===== src/rtl/gtxe2_chnl_rx_pkg.sv =====
// Shared constants for the GTXE2 RX channel model: K28.5 comma patterns
// (bit 0 received first) and the comma length.
package gtxe2_chnl_rx_pkg;
  localparam int                   COMMA_LEN = 10;
  localparam logic [COMMA_LEN-1:0] K28_5_P   = 10'b0101111100;
  localparam logic [COMMA_LEN-1:0] K28_5_M   = 10'b1010000011;
endpackage


===== src/rtl/gtxe2_chnl_rx_comma_det.sv =====
// 10-bit window compare against the plus/minus comma patterns.
// The outputs are combinational, so the caller registers them if needed.
module gtxe2_chnl_rx_comma_det
  import gtxe2_chnl_rx_pkg::*;
#(
  parameter logic [COMMA_LEN-1:0] pcomma = K28_5_P,
  parameter logic [COMMA_LEN-1:0] mcomma = K28_5_M
) (
  input  logic [COMMA_LEN-1:0] win,
  output logic                 pmatch,
  output logic                 mmatch
);
  assign pmatch = (win == pcomma);
  assign mmatch = (win == mcomma);
endmodule


===== src/rtl/gtxe2_chnl_rx_des_align.sv =====
// Serial-to-parallel deserializer with K28.5 comma alignment and manual slip.
// Collects one bit per inclk into width (or width*4/5 when trimmed) bit words.
module gtxe2_chnl_rx_des_align
  import gtxe2_chnl_rx_pkg::*;
#(
  parameter int                   width     = 20,
  parameter logic [COMMA_LEN-1:0] pcomma    = K28_5_P,
  parameter logic [COMMA_LEN-1:0] mcomma    = K28_5_M,
  parameter int                   align_cnt = 3
) (
  input  logic             inclk,
  input  logic             reset,
  input  logic             indata,
  input  logic             trim,
  input  logic             comma_en,
  input  logic             slip,
  output logic [width-1:0] outdata,
  output logic             outvalid,
  output logic             comma_det,
  output logic             realign,
  output logic             byte_aligned
);
  localparam int TW = width * 4 / 5;
  localparam int CW = $clog2(width) + 1;

  // History register, newest bit at the top: a word is {indata, history}.
  logic [width-2:0]     sr;
  logic [CW-1:0]        cnt, cnt_nxt, we_m1;
  logic [3:0]           acnt, acnt_inc;
  logic                 slip_taken, slip_nxt;
  logic                 ce, pm, mm, match, aligned, mis, emit;
  logic [COMMA_LEN-1:0] win;
  logic [width-1:0]     word;

  assign we_m1    = trim ? CW'(TW - 1) : CW'(width - 1);
  assign ce       = comma_en & ~trim;
  assign win      = {indata, sr[width-2 -: COMMA_LEN-1]};
  assign match    = ce & (pm | mm);
  assign aligned  = match & ((cnt % CW'(COMMA_LEN)) == CW'(COMMA_LEN - 1));
  assign mis      = match & ~aligned;
  assign acnt_inc = (acnt < 4'(align_cnt)) ? acnt + 4'd1 : acnt;

  gtxe2_chnl_rx_comma_det #(
    .pcomma (pcomma),
    .mcomma (mcomma)
  ) u_comma (
    .win    (win),
    .pmatch (pm),
    .mmatch (mm)
  );

  always_comb begin
    word = '0;
    if (trim) word[TW-1:0] = {indata, sr[width-2 -: TW-1]};
    else      word         = {indata, sr};
  end

  // Boundary control: realign beats slip beats normal counting.
  always_comb begin
    cnt_nxt  = cnt;
    slip_nxt = slip_taken;
    emit     = 1'b0;
    if (mis) begin
      cnt_nxt = CW'(COMMA_LEN);
    end else if (cnt > we_m1) begin
      // trim narrowed the word under us; drop the partial word
      cnt_nxt = '0;
    end else if (slip && !ce && !slip_taken) begin
      slip_nxt = 1'b1;
    end else if (cnt == we_m1) begin
      emit     = 1'b1;
      cnt_nxt  = '0;
      slip_nxt = 1'b0;
    end else begin
      cnt_nxt = cnt + CW'(1);
    end
  end

  always_ff @(posedge inclk or posedge reset) begin
    if (reset) begin
      sr           <= '0;
      cnt          <= '0;
      acnt         <= '0;
      slip_taken   <= 1'b0;
      outdata      <= '0;
      outvalid     <= 1'b0;
      comma_det    <= 1'b0;
      realign      <= 1'b0;
      byte_aligned <= 1'b0;
    end else begin
      sr         <= {indata, sr[width-2:1]};
      cnt        <= cnt_nxt;
      slip_taken <= slip_nxt;
      outvalid   <= emit;
      comma_det  <= match;
      realign    <= mis;
      if (emit) outdata <= word;
      if (mis) begin
        acnt         <= '0;
        byte_aligned <= 1'b0;
      end else if (aligned) begin
        acnt <= acnt_inc;
        if (acnt_inc == 4'(align_cnt)) byte_aligned <= 1'b1;
      end
    end
  end
endmodule

===== config.mk =====
export PLATFORM = sky130hd
export DESIGN_NAME = gtxe2_chnl_rx_des_align
export DESIGN_NICKNAME = d
export VERILOG_FILES = /design/src/rtl/gtxe2_chnl_rx_pkg.sv /design/src/rtl/gtxe2_chnl_rx_comma_det.sv /design/src/rtl/gtxe2_chnl_rx_des_align.sv
export SDC_FILE = /design/constraint.sdc
export NUM_CORES = 1
export LEC_CHECK = 0
export ABC_AREA = 0
export CAP_MARGIN = 10
export CORE_MARGIN = 3
export CORE_UTILIZATION = 55
export DETAILED_ROUTE_END_ITERATION = 6
export GPL_TIMING_DRIVEN = 0
export PLACE_DENSITY = 0.73
export SLEW_MARGIN = 10
export SYNTH_ARGS = -nofsm -noshare
export SYNTH_HDL_FRONTEND = slang
export SYNTH_SLANG_ARGS = --single-unit

===== constraint.sdc =====
create_clock -name inclk -period 4.28 [get_ports inclk]
set_clock_uncertainty 0.05 [all_clocks]
set_input_delay 0.642 -clock inclk [delete_from_list [all_inputs] [get_ports inclk]]
set_output_delay 0.642 -clock inclk [all_outputs]
set_load 0.1 [all_outputs]

**Word level (Yosys, flattened, before mapping)**

Index checks and enable logic that the tools add are counted.

- Add/subtract/negate cells: 2
- Divide/modulo/power cells: 1
- Magnitude comparators: 2
- Equality and inequality tests: 6
- Muxes and demuxes: 19
- Bitwise gates (word level): 9
- Reductions and logical operators: 9

Operator list:

| kind | count |
|---|---|
| 2-to-1 mux 6 bit | 4 |
| 2-to-1 mux 16 bit | 1 |
| 2-to-1 mux 4 bit | 4 |
| == test 10 bit (second input constant) | 1 |
| == test 10 x 9 -> 1 bit (second input constant) | 1 |
| 2-to-1 mux 1 bit | 9 |
| adder 6 x 1 -> 6 bit (second input constant) | 1 |
| == test 6 x 4 -> 1 bit (second input constant) | 1 |
| == test 6 x 5 -> 1 bit | 1 |
| > comparator 6 x 5 -> 1 bit | 1 |
| modulo 6 x 4 -> 6 bit (second input constant) | 1 |
| nonzero test 2 bit | 3 |
| 2-to-1 mux 5 bit | 1 |
| adder 4 x 1 -> 4 bit (second input constant) | 1 |
| AND 1 bit | 4 |
| == test 4 x 2 -> 1 bit (second input constant) | 1 |
| less-than comparator 4 x 2 -> 1 bit (second input constant) | 1 |
| NOT 1 bit | 4 |
| != test 3 bit (second input constant) | 1 |
| AND reduction 3 bit | 1 |
| logical AND 1 bit | 2 |
| zero test 1 bit | 2 |
| AND reduction 2 bit | 1 |
| OR 1 bit | 1 |

- Bits in registers: 54
- Input bits: 6
- Output and inout port bits: 24
- Logic and storage cells: 57

**Longest topological paths before layout**

Gate-level depths: netlist of the first run.

- Word-level depth: 8
- Gate-level depth with buffers: 12
- Mapped depth without buffers: 8

**Hierarchy**

Synthesis of the first run repeated with hierarchy kept, for this count alone.

- Cells, all modules: 181
- Area, all modules: 2,464.9 um2

Modules (own cells, without submodules):

| module | times used | cells an instance | area an instance (um2) | seq. area each (um2) |
|---|---|---|---|---|
| gtxe2_chnl_rx_des_align | 1 | 175 | 2,396.0 | 1,351.3 |
| gtxe2_chnl_rx_comma_det | 1 | 6 | 68.8 | 0.0 |

**Least setup slack after synthesis of the first run**

OpenSTA, ideal clock, no wires.

- Path kind: reg-to-reg
- Start point: register cnt[4]
- End point: register outdata[0]
- Setup time: 0.072 ns
- Data arrival time: 2.642 ns
- Required time: 4.158 ns
- Slack: 1.517 ns
- Stages on the path, launching flop included: 12
- Path buffers: 3
- Cells stage by stage: dfrtp_1 > buf_6 > inv_1 > ha_1 > buf_2 > nand2b_1 > a2111oi_0 > a221o_1 > mux2_4 > buf_6 > or4_1 > nand3_1

- Longest elaborated chain between the ends: 6

Ends and longest elaborated chain:

| item | line | text |
|---|---|---|
| start, declared | gtxe2_chnl_rx_des_align.sv:28 | `logic [CW-1:0] cnt, cnt_nxt, we_m1;` |
| start signal, assigned | gtxe2_chnl_rx_des_align.sv:92 | `cnt <= cnt_nxt;` |
| modulo 6 x 4 -> 6 bit | gtxe2_chnl_rx_des_align.sv:39 | `assign aligned = match & ((cnt % CW'(COMMA_LEN)) == CW'(COMMA_LEN - 1));` |
| == test 6 x 4 -> 1 bit | gtxe2_chnl_rx_des_align.sv:39 |  |
| AND 1 bit | gtxe2_chnl_rx_des_align.sv:39 |  |
| NOT 1 bit | gtxe2_chnl_rx_des_align.sv:40 | `assign mis = match & ~aligned;` |
| AND 1 bit | gtxe2_chnl_rx_des_align.sv:40 |  |
| 2-to-1 mux 1 bit * | gtxe2_chnl_rx_des_align.sv:63 | `if (mis) begin` |
| end signal, assigned | gtxe2_chnl_rx_des_align.sv:97 | `if (emit) outdata <= word;` |
| end, declared | gtxe2_chnl_rx_des_align.sv:17 | `output logic [width-1:0] outdata,` |

Mark *: on every way between the ends. The rest lies on a longest branch, timed or not.
A chain may end at the register's enable or synchronous reset.

**Worst setup path in the final report of the first run**

- Start point: input port trim
- End point: register outdata[6]

- Longest elaborated chain between the ends: 8

Ends and longest elaborated chain:

| item | line | text |
|---|---|---|
| start, declared | gtxe2_chnl_rx_des_align.sv:14 | `input logic trim,` |
| parallel branches: the longest is 8 deep, another holds > comparator 6 x 5 -> 1 bit | n/a |  |

Several ways; the timed one is not identified.

==> out/qor.yml, run 1 <==
clocking:
  cts_hold_buf: 0
  clock-sinks: 54
  cts-resized-gates: 0
  cts.clk_slew.worst_paths_ns: 0.10
  cts-htree-levels: 2
  cts_buffers: 5
  clock_path_buffers: 2
  cts_tree: "yes"
  post_cts_buffers: 0
  clock_latency_ns: 0.31
  clockRootBuffer: "clkbuf_8"
placed_design:
  io_buffers: 29
  place_congestion: 0.8803
  place_inst: 428
  dpl.hpwl_um: 5502
  post-place-ws_ns: 0.6980
routing:
  drc_errors: 0
  drtPass1Iterations: 4
  postRouteAntennaNets: 0
  drt_iter0_markers: 239
  wire_per_inst_um: 17.68
  dr_total_vias: 2764
  totalWireLength_um: 7710
  via_per_inst: 6.339
timing:
  final_max_slew_viol_count: 0
  fin_setup_tns_ns: 0
  postLayoutSetupSlackWorst_ns: 0.9482
  hold_violations: 0
  rsz0062_at_grt: "no"
  relSlewSlack_pct: 33.79
  period_needed_ns: 3.332
  max_freq_mhz: 300.1
  setup_viol: 0
  tightestPinTransition_ns: 0.9900
  finalCritPeriodShare_pct: 77.85
power_and_ir_drop:
  p_clk_share_pct: 11.2
  vdd.ir_drop.worst_v: 0.0005252
  pwr-share-comb_pct: 59.6
  powerDensity_mw_per_mm2: 726.7
  total_leakage_power_nw: 1.584
  power_switching_mw: 1.430
  swShare_pct: 54.30
  p_int_mw: 1.204
  power.total_mw: 2.634
  seq_power_share_pct: 29.2
critical_path:
  crit_fanout: 10
  critPathKind: "in -> reg"
  cp.required_ns: 4.42
  rr_startpoint: "cnt[4]"
  start_kind: "input port"
  worstSetupStartpoint: "trim"
  crit_arrival_ns: 3.47
  end_kind: "register"
worst_hold_path:
  hold_path.class: "reg -> reg"
  hp-start: "sr[1]"
global_route:
  grt_pass1_wl_um: 13040
  antenna_found_initial: 0
  grt_usage_pct: 25.47
  first_global_vias: 2554
  grt_remaining_overflow: 0
  grt_max_degree: 30
synth:
  synthesis.nets: 343
  synth-edff-count: 0
  synth_flop_cell: "dfrtp_1"
  syn_area_mm2: 0.003137
  synth_area_per_cell_um2: 9.563
  yosys_warnings: 0
  syn_inst: 328
  ys_async_sr_fraction_pct: 100.0
  ys_ff_latch: 54
  seq_area_frac_synth_pct: 43.08
  synth_cell_type_count: 52
cells_and_area:
  n_antenna_cell: 0
  nets: 380
  drive_gt1_share_pct: 8.197
  stdcell_count: 436
  area_growth_syn_to_layout_pct: 15.56
  final_common_cell: "dfrtp_1"
  final_util_pct: 68.36
  mostFrequentLayoutCells: "dfrtp_1, nand3_1, clkdlybuf4s50_1"
floorplanning:
  core-area_mm2: 0.005303
  die_h_um: 81.52
  num_rows: 26
  die_area_mm2: 0.006646
  fp.dieW_um: 81.52
  initial_utilization_pct: 59.16
  io_pins: 30
run_status:
  outcome: "finished, final reports clean"
flow_run:
  maxCapViolations: 0
[synthesized netlist by cell type (all sizes together) (5+ instances only)]
cell type / number / area share (%)
a211oi: 11 / 2.6
and3: 12 / 2.4
buf: 16 / 3.5
clkbuf: 13 / 1.6
dfrtp: 54 / 43
ha: 9 / 3.6
inv: 9 / 1.1
mux2i: 17 / 5.4
nand2: 23 / 2.8
nand3: 52 / 8.3
nor2: 9 / 1.2
nor3: 12 / 1.9
o21ai: 8 / 1.3
o22ai: 5 / 1.0
o311a: 10 / 3.2
or4: 20 / 4.8
[layout make-up]
class	count	area, um^2
Clock buffer	6	72.57
Clock inverter	2	17.52
Tap cell	70	87.58
Inverter	9	33.78
Buffer	29	158.9
Sequential cell	54	1351
Fill cell	420	1678
Timing Repair Buffer	30	310.3
Multi-Input combinational cell	236	1593
[worst max-delay path, cell delays in order]
cell	delay, ns
clkdlybuf4s50_1	0.52
buf_2	0.27
inv_1	0.17
ha_1	0.34
nand4_1	0.11
nor2_1	0.22
nand2_1	0.20
clkbuf_1	0.25
clkbuf_1	0.31
a211oi_1	0.32
nand3_1	0.11
[power by group through the flow]
stage	Combinational (mW)	Sequential, mW	Clock, mW
detailed placement	1.56	0.776	0
finish	1.57	0.768	0.296
global placement	1.55	0.769	0
floorplan	0.585	1.38	0
CTS	1.57	0.766	0.301
global route	1.67	0.787	0.324
[stage by stage]
stage | cell area [um^2] | hold slack (ns)
after floorplan | 3137 | 0.3030
after global placement | 3515 | 0.3055
after detailed placement | 3535 | 0.3092
after CTS | 3625 | 0.3325
after global routing | 3625 | 0.3606
final | 3625 | 0.3358
[path summary, 6_finish.rpt]
kind	endpoint	slack (ns)	depth (start not counted)
max	outdata[6]	0.95	11
min	sr[0]	0.34	0
max reg2reg	outdata[3]	1.20	11
min reg2reg	sr[0]	0.34	0
max in group asynchronous	sr[6]	2.95	3
min in group asynchronous	outvalid	0.65	2
[layer usage]
| metal | wire [um] | up-vias | track usage, % |
|---|---|---|---|
| li1 | - | 1323 | - |
| met3 | 370 | 10 | 4.057 |
| met1 | 3734 | 1359 | 38.81 |
| met2 | 3531 | 72 | 37.70 |
| met5 | 0 | - | 0 |
| met4 | 74 | 0 | 6.419 |
[logic make-up (layout without fill, tap and decap cells)]
logic type | after synthesis | after routing | synth area share (%)
AO/OA/AOI/OAI | 54 | 54 | 13.04
XOR/XNOR | 1 | 1 | 0.2793
adder cells (fa/ha/maj) | 9 | 9 | 3.590
buffers and inverters | 38 | 76 | 6.143
flip-flops | 54 | 54 | 43.08
multiplexers | 20 | 20 | 6.621
AND/OR/NAND/NOR | 152 | 152 | 27.24
[flip-flops by register name, summed over array words and instances, names as in the netlist]
signal        cells
sr               19
byte_aligned      1
outvalid          1
realign           1
acnt              4
cnt               6
slip_taken        1
outdata          20
comma_det         1
(Power assumes the default switching activity.)
==> inputs of run 2 (changes only) <==
==> constraint.sdc (replaced) <==
create_clock -name inclk -period 3.4 [get_ports inclk]
set_clock_uncertainty 0.05 [all_clocks]
set_input_delay 0.51 -clock inclk [delete_from_list [all_inputs] [get_ports inclk]]
set_output_delay 0.51 -clock inclk [all_outputs]
set_load 0.1 [all_outputs]
==> run 2 against run 1 <==
Net effect:
- design area is essentially flat
- register-to-register slack lost 0.89 ns
- core utilization is essentially flat
- critical endpoint unchanged
- largest cell class unchanged
- highest routed layer unchanged
==> out/qor.yml, run 2 (same netlist as run 1, synthesis figures left out) <==
clocking:
  cts.clk_slew.worst_paths_ns: 0.10  # about the same
  cts_buffers: 5  # unchanged
  clock-sinks: 54  # unchanged
  post_cts_buffers: 0  # unchanged
  clock_latency_ns: 0.31  # about the same
  clockRootBuffer: "clkbuf_8"  # unchanged
  clock_path_buffers: 2  # unchanged
  cts-htree-levels: 2  # unchanged
  cts_tree: "yes"  # unchanged
floorplanning:
  io_pins: 30  # unchanged
  initial_utilization_pct: 59.16  # unchanged
  die_h_um: 81.52  # unchanged
  fp.dieW_um: 81.52  # unchanged
  core-area_mm2: 0.005303  # unchanged
  num_rows: 26  # unchanged
  die_area_mm2: 0.006646  # unchanged
cells_and_area:
  final_common_cell: "dfrtp_1"  # unchanged
  n_antenna_cell: 0  # unchanged
  reg_top3: "outdata: 20 flops, sr: 19 flops, cnt: 6 flops"  # unchanged
  final_cell_area_mm2: 0.003627  # was 0.003625 mm^2
  drive_gt1_share_pct: 8.743  # was 8.197%
  nets: 380  # unchanged
  largest_register_ffs: 20  # unchanged
  final_util_pct: 68.40  # was 68.36%
  mostFrequentLayoutCells: "dfrtp_1, nand3_1, clkdlybuf4s50_1"  # unchanged
  top_register: "outdata"  # unchanged
  area_growth_syn_to_layout_pct: 15.64  # was 15.56%
  stdcell_count: 436  # unchanged
global_route:
  grt_max_degree: 30  # unchanged
  grt_remaining_overflow: 0  # unchanged
  grt_pass1_wl_um: 13040  # unchanged
  first_global_vias: 2554  # unchanged
  grt_usage_pct: 25.47  # unchanged
  antenna_found_initial: 0  # unchanged
timing:
  rsz0062_at_grt: "no"  # unchanged
  finalCritPeriodShare_pct: 91.63
  setup_viol: 0  # unchanged
  postLayoutSetupSlackWorst_ns: 0.2845  # was 0.9482 ns
  tightestPinTransition_ns: 0.9882  # was 0.9900 ns
  hold_violations: 0  # unchanged
  hold_ws_ns: 0.3363  # was 0.3358 ns
  max_freq_mhz: 321.0
  final_max_slew_viol_count: 0  # unchanged
  relSlewSlack_pct: 33.91  # was 33.79%
  period_needed_ns: 3.115
placed_design:
  dpl.hpwl_um: 5502  # unchanged
  place_inst: 428  # unchanged
  place_area_mm2: 0.003535  # unchanged
  io_buffers: 29  # unchanged
  post-place-ws_ns: -0.05002  # was 0.6980 ns
  place_congestion: 0.8803  # unchanged
power_and_ir_drop:
  powerDensity_mw_per_mm2: 916.0  # was 726.7 mW/mm^2
  total_leakage_power_nw: 1.589  # was 1.584 nW
  vdd.ir_drop.worst_v: 0.0006612  # was 0.0005252 V
critical_path:
  critPathKind: "in -> reg"  # unchanged
  crit_arrival_ns: 3.26  # was 3.47 ns
  cp.required_ns: 3.54  # was 4.42 ns
  end_kind: "register"  # unchanged
  start_kind: "input port"  # unchanged
  crit_fanout: 10  # unchanged
worst_hold_path:
  hold_path.class: "reg -> reg"  # unchanged
routing:
  wire_per_inst_um: 17.91  # was 17.68 um
  totalWireLength_um: 7807  # was 7710 um
  via_per_inst: 6.376  # was 6.339
  postRouteAntennaNets: 0  # unchanged
  drtPass1Iterations: 5  # was 4
  drt_iter0_markers: 226  # was 239
  dr_total_vias: 2780  # was 2764
  drc_errors: 0  # unchanged
flow_run:
  maxCapViolations: 0  # unchanged
run_status:
  outcome: "finished, final reports clean"  # unchanged
run 2: changes by cell type in the layout (fill, tap and decap cells not counted):
cell | previous run | this run
clkbuf_1 | 14 | 12
clkbuf_2 | 0 | 2
run 2: layer usage:
metal  track usage, %  up-vias  part of all wire [%]
li1                 -     1323                     -
met4            6.419        0                   1.7
met3            4.057       16                   5.6
met1            38.81     1341                    48
met5                0        -                     0
met2            37.70      100                    45
run 2: area by class of cell:
cell class | instances | area [um^2]
fillers | 423 | 1675
repair buffers | 30 | 310.3
plain buffers | 29 | 161.4
flip-flops and latches | 54 | 1351
multi-input cells | 236 | 1593
clock inverters | 2 | 17.52
inverters | 9 | 33.78
clock buffers | 6 | 72.57
well taps | 70 | 87.58
run 2: per-stage QoR:
step	power, mW	TNS, ns
floorplan	2.471	0
global placement	2.917	-0.06159
detailed placement	2.947	-0.3381
CTS	3.320	0
global route	3.509	0
finish	3.323	0
run 2: worst paths after layout:
kind | startpoint | end | slack [ns] | cells past startpoint
worst max-delay path | trim | outdata[6] | 0.28 | 11
worst min-delay path | sr[1] | sr[0] | 0.34 | 0
worst max register to register | cnt[4] | outdata[3] | 0.31 | 11
worst min register to register | sr[1] | sr[0] | 0.34 | 0
max in group asynchronous | reset | sr[5] | 2.21 | 3
min in group asynchronous | reset | sr[17] | 0.52 | 2
run 2: what timing repair did:
action | in CTS | in global routing
hold buffers | 0 | 0
resized for setup | 0 | 4
endpoints found under the setup margin | 0 | 5
hold endpoints to repair | 0 | 0
run 2: worst max-delay path, stage by stage:
cell and delay [ns]:
clkdlybuf4s50_1 0.52, buf_2 0.27, inv_1 0.17, ha_1 0.34
nand4_1 0.11, nor2_1 0.23, nand2_1 0.20, clkbuf_1 0.24
clkbuf_2 0.26, a211oi_1 0.29, nand3_1 0.11
run 2: power by group:
part | internal [mW] | switching, mW | total (mW)
sequential | 0.796 | 0.172 | 0.968
clock | 0.150 | 0.225 | 0.375
combinational | 0.570 | 1.41 | 1.98
==> inputs of run 3 (changes only) <==
--- a/config.mk
+++ b/config.mk
@@ -8,10 +8,11 @@
 export ABC_AREA = 0
 export CAP_MARGIN = 10
 export CORE_MARGIN = 3
-export CORE_UTILIZATION = 55
+export CORE_UTILIZATION = 52
 export DETAILED_ROUTE_END_ITERATION = 6
 export GPL_TIMING_DRIVEN = 0
-export PLACE_DENSITY = 0.73
+export PLACE_DENSITY = 0.72
+export SKIP_LAST_GASP = 1
 export SLEW_MARGIN = 10
 export SYNTH_ARGS = -nofsm -noshare
 export SYNTH_HDL_FRONTEND = slang
==> constraint.sdc (replaced) <==
create_clock -name inclk -period 2.8 [get_ports inclk]
set_clock_uncertainty 0.05 [all_clocks]
set_input_delay 0.42 -clock inclk [delete_from_list [all_inputs] [get_ports inclk]]
set_output_delay 0.42 -clock inclk [all_outputs]
set_load 0.1 [all_outputs]
==> run 3 against run 2 <==
Net effect:
- register-to-register slack got worse by 0.23 ns
- count of clock-buffer cells in the layout fell by 1
- cell count is 2.8% higher
- clock power grew 27%
- design area grew 7.4%
- power grew 32%
- non-clock buffer count grew 9
- worst hold slack got worse by 0.0045 ns
- combinational power grew 37%
- core utilization is 0.22 points higher
- wire length rose by 5.5%
- flip-flop and latch count did not move
- largest power group unchanged
- highest routed layer unchanged
==> out/qor.yml, run 3 (same netlist as run 1, synthesis figures left out) <==
placed_design:
  place_congestion: 0.8586  # was 0.8803
  io_buffers: 29  # unchanged
  dpl.hpwl_um: 5479  # was 5502 um
  post-place-ws_ns: -0.5979  # was -0.05002 ns
routing:
  drtPass1Iterations: 6  # was 5
  maxUsedRoutingLayer: "met4"  # unchanged
  totalWireLength_um: 8240  # was 7807 um
  wl_met1_um: 3713  # was 3751 um
  via_per_inst: 6.458  # was 6.376
  routed-wl-met2_um: 3988  # was 3486 um
  dr_total_vias: 2893  # was 2780
  drc_errors: 0  # unchanged
  drt_iter0_markers: 363  # was 226
  wire_per_inst_um: 18.39  # was 17.91 um
  wl_met3_um: 480  # was 438 um
  postRouteAntennaNets: 0  # unchanged
power_and_ir_drop:
  powerDensity_mw_per_mm2: 1124  # was 916.0 mW/mm^2
  total_leakage_power_nw: 1.725  # was 1.589 nW
  vdd.ir_drop.worst_v: 0.0007534  # was 0.0006612 V
  power.total_mw: 4.380  # was 3.323 mW
cells_and_area:
  top_register: "outdata"  # unchanged
  final-seq-area_mm2: 0.001353  # was 0.001351 mm^2
  multi_input_area_mm2: 0.001738  # was 0.001593 mm^2
  drive_gt1_share_pct: 19.95  # was 8.743%
  final_common_cell: "dfrtp_1"  # unchanged
  nFillCells: 464  # was 423
  mostFrequentLayoutCells: "dfrtp_1, nand3_1, clkdlybuf4s50_1"  # unchanged
  final_util_pct: 68.63  # was 68.40%
  area_growth_syn_to_layout_pct: 24.17  # was 15.64%
  reg_top3: "outdata: 20 flops, sr: 19 flops, cnt: 6 flops"  # unchanged
  nets: 390  # was 380
  n_antenna_cell: 0  # unchanged
  largest_register_ffs: 20  # unchanged
clocking:
  clock-sinks: 54  # unchanged
  clock_latency_ns: 0.32  # was 0.31 ns
  clock_path_buffers: 2  # unchanged
  cts.clk_slew.worst_paths_ns: 0.11  # was 0.10 ns
  cts_buffers: 5  # unchanged
  cts_tree: "yes"  # unchanged
  cts-htree-levels: 2  # unchanged
  clockRootBuffer: "clkbuf_8"  # unchanged
timing:
  setup_viol: 0  # unchanged
  postLayoutSetupSlackWorst_ns: 0.07885  # was 0.2845 ns
  finalCritPeriodShare_pct: 97.18
  final_max_slew_viol_count: 0  # unchanged
  max_freq_mhz: 367.5
  tightestPinTransition_ns: 0.9732  # was 0.9882 ns
  period_needed_ns: 2.721
  fin_setup_tns_ns: 0  # unchanged
  relSlewSlack_pct: 34.92  # was 33.91%
  hold_violations: 0  # unchanged
critical_path:
  end_kind: "register"  # unchanged
  critPathKind: "reg -> reg"  # was in -> reg
  crit_fanout: 8  # was 10
  cp.required_ns: 3.01  # was 3.54 ns
  crit_arrival_ns: 2.93  # was 3.26 ns
  start_kind: "register"  # was input port
worst_hold_path:
  hold_path.class: "reg -> reg"  # unchanged
global_route:
  grt_max_degree: 38  # was 30
  first_global_vias: 2637  # was 2554
  grt_remaining_overflow: 0  # unchanged
  antenna_found_initial: 0  # unchanged
  grt_usage_pct: 22.66  # was 25.47%
  grt_pass1_wl_um: 13170  # was 13040 um
floorplanning:
  fp.dieW_um: 83.67  # was 81.52 um
  num_rows: 27  # was 26
  initial_utilization_pct: 55.27  # was 59.16%
  die_h_um: 83.67  # was 81.52 um
  io_pins: 30  # unchanged
  die_area_mm2: 0.007000  # was 0.006646 mm^2
  core-area_mm2: 0.005675  # was 0.005303 mm^2
run_status:
  outcome: "finished, final reports clean"  # unchanged
flow_run:
  maxCapViolations: 0  # unchanged
## run 3: cell types whose count changed in the layout (fill, tap and decap cells not counted), moves of 4 or more
cell,previous run,this run
nand3_1,52,46
a211oi_2,0,5
or4_4,0,9
nand3_2,0,6
buf_4,0,8
or4_1,20,11
clkbuf_1,12,8
a211oi_1,11,6
## run 3: worst paths after layout
check                             from           to  slack, ns  cells past startpoint
min in group asynchronous        reset  outdata[15]       0.35                      2
worst max-delay path            cnt[4]   outdata[7]       0.08                     10
worst max register to register  cnt[4]   outdata[7]       0.08                     10
worst min register to register   sr[1]        sr[0]       0.33                      0
worst min-delay path             sr[1]        sr[0]       0.33                      0
max in group asynchronous        reset       cnt[3]       1.83                      3
## run 3: worst max-delay path: stages (launching register included)
cell	delay, ns
dfrtp_1	0.38
buf_6	0.11
clkinvlp_4	0.10
ha_4	0.34
nand2b_4	0.06
a2111oi_2	0.28
a221o_1	0.20
mux2_4	0.37
buf_6	0.15
or4_4	0.53
nand3_2	0.09
## run 3: report_power, final
| part | switching, mW | internal, mW | total (mW) |
|---|---|---|---|
| Combinational | 1.84 | 0.888 | 2.72 |
| Sequential | 0.210 | 0.967 | 1.18 |
| Clock | 0.291 | 0.188 | 0.478 |
## run 3: area by class of cell
class / instances / area share (%)
Multi-Input combinational cell: 237 / 44.62
Clock buffer: 5 / 1.767
Sequential cell: 54 / 34.73
Buffer: 28 / 4.433
Tap cell: 72 / 2.313
Inverter: 9 / 0.9637
Clock inverter: 3 / 0.7388
Timing Repair Buffer: 40 / 10.44
## run 3: layer usage
| layer | GRT usage, % | vias up |
|---|---|---|
| li1 | - | 1341 |
| met1 | 32.18 | 1425 |
| met2 | 36.95 | 117 |
| met3 | 3.356 | 10 |
| met4 | 4.532 | 0 |
| met5 | 0 | - |
## run 3: repair_timing
item                       4_1_cts  5_1_grt
pin swaps                        0        4
gates cloned                     0        3
buffers inserted                 3        5
hold buffers                     0        0
resized for setup               14       33
setup endpoints to repair       33       26
## run 3: metrics by stage
stage / hold WS [ns] / instances / instance area, um^2
global placement: 0.3085 / 429 / 3517
CTS: 0.3339 / 441 / 3695
detailed placement: 0.3094 / 430 / 3537
floorplan: 0.3030 / 328 / 3137
finish: 0.3318 / 448 / 3895
global route: 0.3558 / 448 / 3895
